**config.mk**
```make
export PLATFORM = sky130hd
export DESIGN_NAME = rst_on_lut_pipe_nbit
export DESIGN_NICKNAME = d
export VERILOG_FILES = /design/src/rtl/rst_on_lut_pipe_nbit.sv
export SDC_FILE = /design/constraint.sdc
export NUM_CORES = 1
export LEC_CHECK = 0
export ABC_AREA = 1
export CAP_MARGIN = 15
export CORE_MARGIN = 1.5
export CORE_UTILIZATION = 39
export DETAILED_ROUTE_END_ITERATION = 10
export GPL_TIMING_DRIVEN = 0
export PLACE_DENSITY = 0.77
export REMOVE_ABC_BUFFERS = 1
export SLEW_MARGIN = 5
export SYNTH_ARGS = -nofsm -noshare
export SYNTH_HDL_FRONTEND = slang
export SYNTH_SLANG_ARGS = --single-unit
```
**constraint.sdc**
```tcl
create_clock -name clk -period 1.2 [get_ports clk]
set_clock_uncertainty 0.2 [all_clocks]
set_input_delay 0.18 -clock clk [delete_from_list [all_inputs] [get_ports clk]]
set_output_delay 0.18 -clock clk [all_outputs]
set_load 0.01 [all_outputs]
```
**src/rtl/rst_on_lut_pipe_nbit.sv**
```systemverilog
// WIDTH-bit registered pipeline with valid tracking and a wrapping sample counter,
// plus a combinational rst gate on b. rst drives both FF async pins and LUT inputs.
module rst_on_lut_pipe_nbit #(
  parameter int               WIDTH     = 4,
  parameter int               DEPTH     = 2,
  parameter int               CNT_W     = 3,
  parameter logic [WIDTH-1:0] RST_VAL   = '0,
  parameter int               GATE_MODE = 0
) (
  input  logic             clk,
  input  logic             rst,
  input  logic             in_valid,
  input  logic [WIDTH-1:0] a,
  input  logic [WIDTH-1:0] b,
  output logic [WIDTH-1:0] q,
  output logic             q_valid,
  output logic [CNT_W-1:0] cnt,
  output logic [WIDTH-1:0] out
);

  logic [WIDTH-1:0] stage [DEPTH];
  logic [DEPTH-1:0] vld;

  // Data stages only move when their upstream stage holds a valid sample,
  // so q keeps the last valid sample across gaps.
  always_ff @(posedge clk or posedge rst) begin
    if (rst) begin
      for (int k = 0; k < DEPTH; k++) stage[k] <= RST_VAL;
      vld <= '0;
    end else begin
      if (in_valid) stage[0] <= a;
      for (int k = 1; k < DEPTH; k++) begin
        if (vld[k-1]) stage[k] <= stage[k-1];
      end
      vld[0] <= in_valid;
      for (int k = 1; k < DEPTH; k++) vld[k] <= vld[k-1];
    end
  end

  always_ff @(posedge clk or posedge rst) begin
    if (rst)          cnt <= '0;
    else if (q_valid) cnt <= cnt + CNT_W'(1);
  end

  assign q       = stage[DEPTH-1];
  assign q_valid = vld[DEPTH-1];

  generate
    if (GATE_MODE == 0) begin : g_and
      assign out = b & ~{WIDTH{rst}};
    end else begin : g_or
      assign out = b | {WIDTH{rst}};
    end
  endgenerate

endmodule

```
==> metrics.yaml <==
status: "finished with violations"
violations: "hold timing"
hp-class: "in -> async"
cts.reportedPaths.clkPinSlew_ns: 0.08
synth_area_leaders: "dfrtp_1 60%, inv_1 8.4%, buf_4 7.0%"
area_growth_pct: 45.7
final_antenna_net_count: 0
grt_pass1_wl_um: 1700
grt_pass1_vias: 409
critPathRequiredTime_ns: 0.82
fin_nets: 99
grt_overflow: 0
synth_top_cell_area_share_pct: 60.3
yosysUniqueCellTypes: 10
die_area_mm2: 0.00161
cp.arrival_ns: 0.80
fp.dieH_um: 40.2
fmax_mhz: 845
ys_ff_latch: 13
worstSetupStartpointType: "flop"
synthFlopType: "dfrtp_1"
cts.sinks: 13
dp_slack_ns: -0.521
drc: 0
core_area_mm2: 0.00130
comb_power_share_pct: 36.1
cts_tree: "built"
p_int_w: 0.000907
fin_crit_ns: 1.18
diodes: 0
worst_slack_ns: 0.0168
ios: 23
totalWireLength_um: 970
num_vias: 440
yosysWarnings: 0
maxCapViolations: 0
drt_pass1_iterations: 2
synth_edf_count: 0
relSlewSlack_pct: 68.5
initial_core_util_pct: 41.4
post_synth_instance_area_um2: 539
viasPerCell: 4.36
whs_ns: -0.0810
synth_cells: 58
h-tree-depth: 1
path_cells: "buf_2"
cts-root-buf: "clkbuf_4"
p_per_area_mw_per_mm2: 1650
power_leakage_nw: 0.430
worst_pin_slew_ns: 0.472
syn_area_per_cell_um2: 9.30
final_util_pct: 60.4
yosysMostFrequentCell: "dfrtp_1"
num_rows: 13
grt_max_degree: 14
slew_violations: 0
grt_usage_pct: 16.3
yosysTopAreaCell: "dfrtp_1"
crit_path_top_delay_cell: "dfrtp_1"
path_class: "reg -> out"
critPathCaptureType: "output port"
clkLatencyLatePin_ns: 0.27
ys_async_sr_fraction_pct: 100
switching_power_w: 0.000388
post_drt_wl_per_cell_um: 9.60
cp_max_fo: 2
clock_power_share_pct: 20.2
ir_drop_uv: 640
swShare_pct: 30.0
drive_gt1_share_pct: 27.9
place.gp.congestion: 0.633
ys_seq_area_share_pct: 60.3
crit_path_max_incr_delay_ns: 0.39
cts_buffer_depth: 2
port_buffers: 22
drtIter0Drc: 2
antenna_found_initial: 0
ys_top_cells_by_count: "13 x dfrtp_1, 12 x inv_1, 8 x nand2_1, 8 x nor2_1"
period_share_pct: 98.6
die-width_um: 40.2
cts_buffers: 3
seqPwrFrac_pct: 43.7
rsz0062_at_grt: "true"
setup_viol: 0
path_buf_inv: 1
hold_viol: 13
critPathTopFamily: "flip-flops"
power groups by stage:
stage | logic [W] | clock network [W] | registers [W]
after floorplan | 0.000124 | 0 | 0.000616
after global placement | 0.000357 | 0 | 0.000584
after detailed placement | 0.000362 | 0 | 0.000589
after CTS | 0.000408 | 0.000268 | 0.000562
after global routing | 0.000528 | 0.000287 | 0.000575
final | 0.000467 | 0.000262 | 0.000566
metal layers:
metal / vias to the layer above / wire length, um / GRT usage (%)
met5: - / 0 / 0
met4: 0 / 8 / 7.50
met3: 2 / 46 / 5.00
met2: 14 / 491 / 25.4
met1: 198 / 424 / 20.7
li1: 226 / - / -
path summary, 6_finish.rpt:
path	start	end	slack, ns	cells after the start
min in group clk	a[0]	stage[4]	0.27	3
worst max register to register	cnt[1]	cnt[2]	0.05	6
max in group asynchronous	rst	q[3]	0.56	2
worst min-delay path	rst	vld[0]	-0.08	2
worst max-delay path	cnt[1]	cnt[1]	0.02	1
worst min register to register	stage[7]	q[3]	0.32	2
stage by stage:
| step | setup TNS (ns) | power (W) | hold slack, ns | instance area (um^2) | cells |
|---|---|---|---|---|---|
| finish | 0 | 0.00130 | -0.0810 | 786 | 101 |
| global placement | -2.68 | 0.000940 | 0.287 | 741 | 90 |
| detailed placement | -2.94 | 0.000951 | 0.291 | 741 | 90 |
| global route | -0.0510 | 0.00139 | -0.0218 | 786 | 101 |
| CTS | -0.0461 | 0.00124 | -0.0596 | 751 | 100 |
| floorplan | 0 | 0.000740 | -0.143 | 502 | 53 |
cells by family (layout without fill, tap and decap cells):
family          after synthesis  count (layout)  share of synthesized area [%]
xor+xnor                      1               1                           1.62
flops                        13              13                           60.3
fa+ha+maj                     1               1                           2.32
simple gates                 17              17                           12.1
compound gates                9               9                           8.35
buf+inv                      17              45                           15.3
flip-flops by register name, summed over array words and instances, names as in the netlist:
register,count
stage,4
cnt,3
q,4
vld,2
layout by cell type (no fill, tap or decap):
cell type,synthesis,routed
clkbuf_1,0,1
dlymetal6s2s_1,0,1
clkdlybuf4s50_1,0,5
nand3_1,1,1
o21ai_0,5,4
ha_4,0,1
nand2_1,8,7
nand2_2,0,1
a21oi_1,4,4
inv_1,12,12
nor2_1,8,8
o21ai_1,0,1
clkbuf_4,0,3
dlygate4sd2_1,0,4
buf_2,0,11
dfrtp_1,13,13
xor2_1,1,1
buf_4,5,5
buf_6,0,3
final cells by class:
type                    count  area [um^2]
fillers                   123          515
well taps                  15         18.8
clock buffers               4         26.3
flip-flops and latches     13          325
repair buffers             29          224
inverters                  12         45.0
multi-input cells          28          146
repair_timing:
item,4_1_cts,5_1_grt
pin swaps,3,1
resized for setup,54,6
setup buffers,6,1
endpoints found under the hold margin,13,13
setup endpoints to repair,12,9
Note: power is estimated with default switching activity, not from simulation.
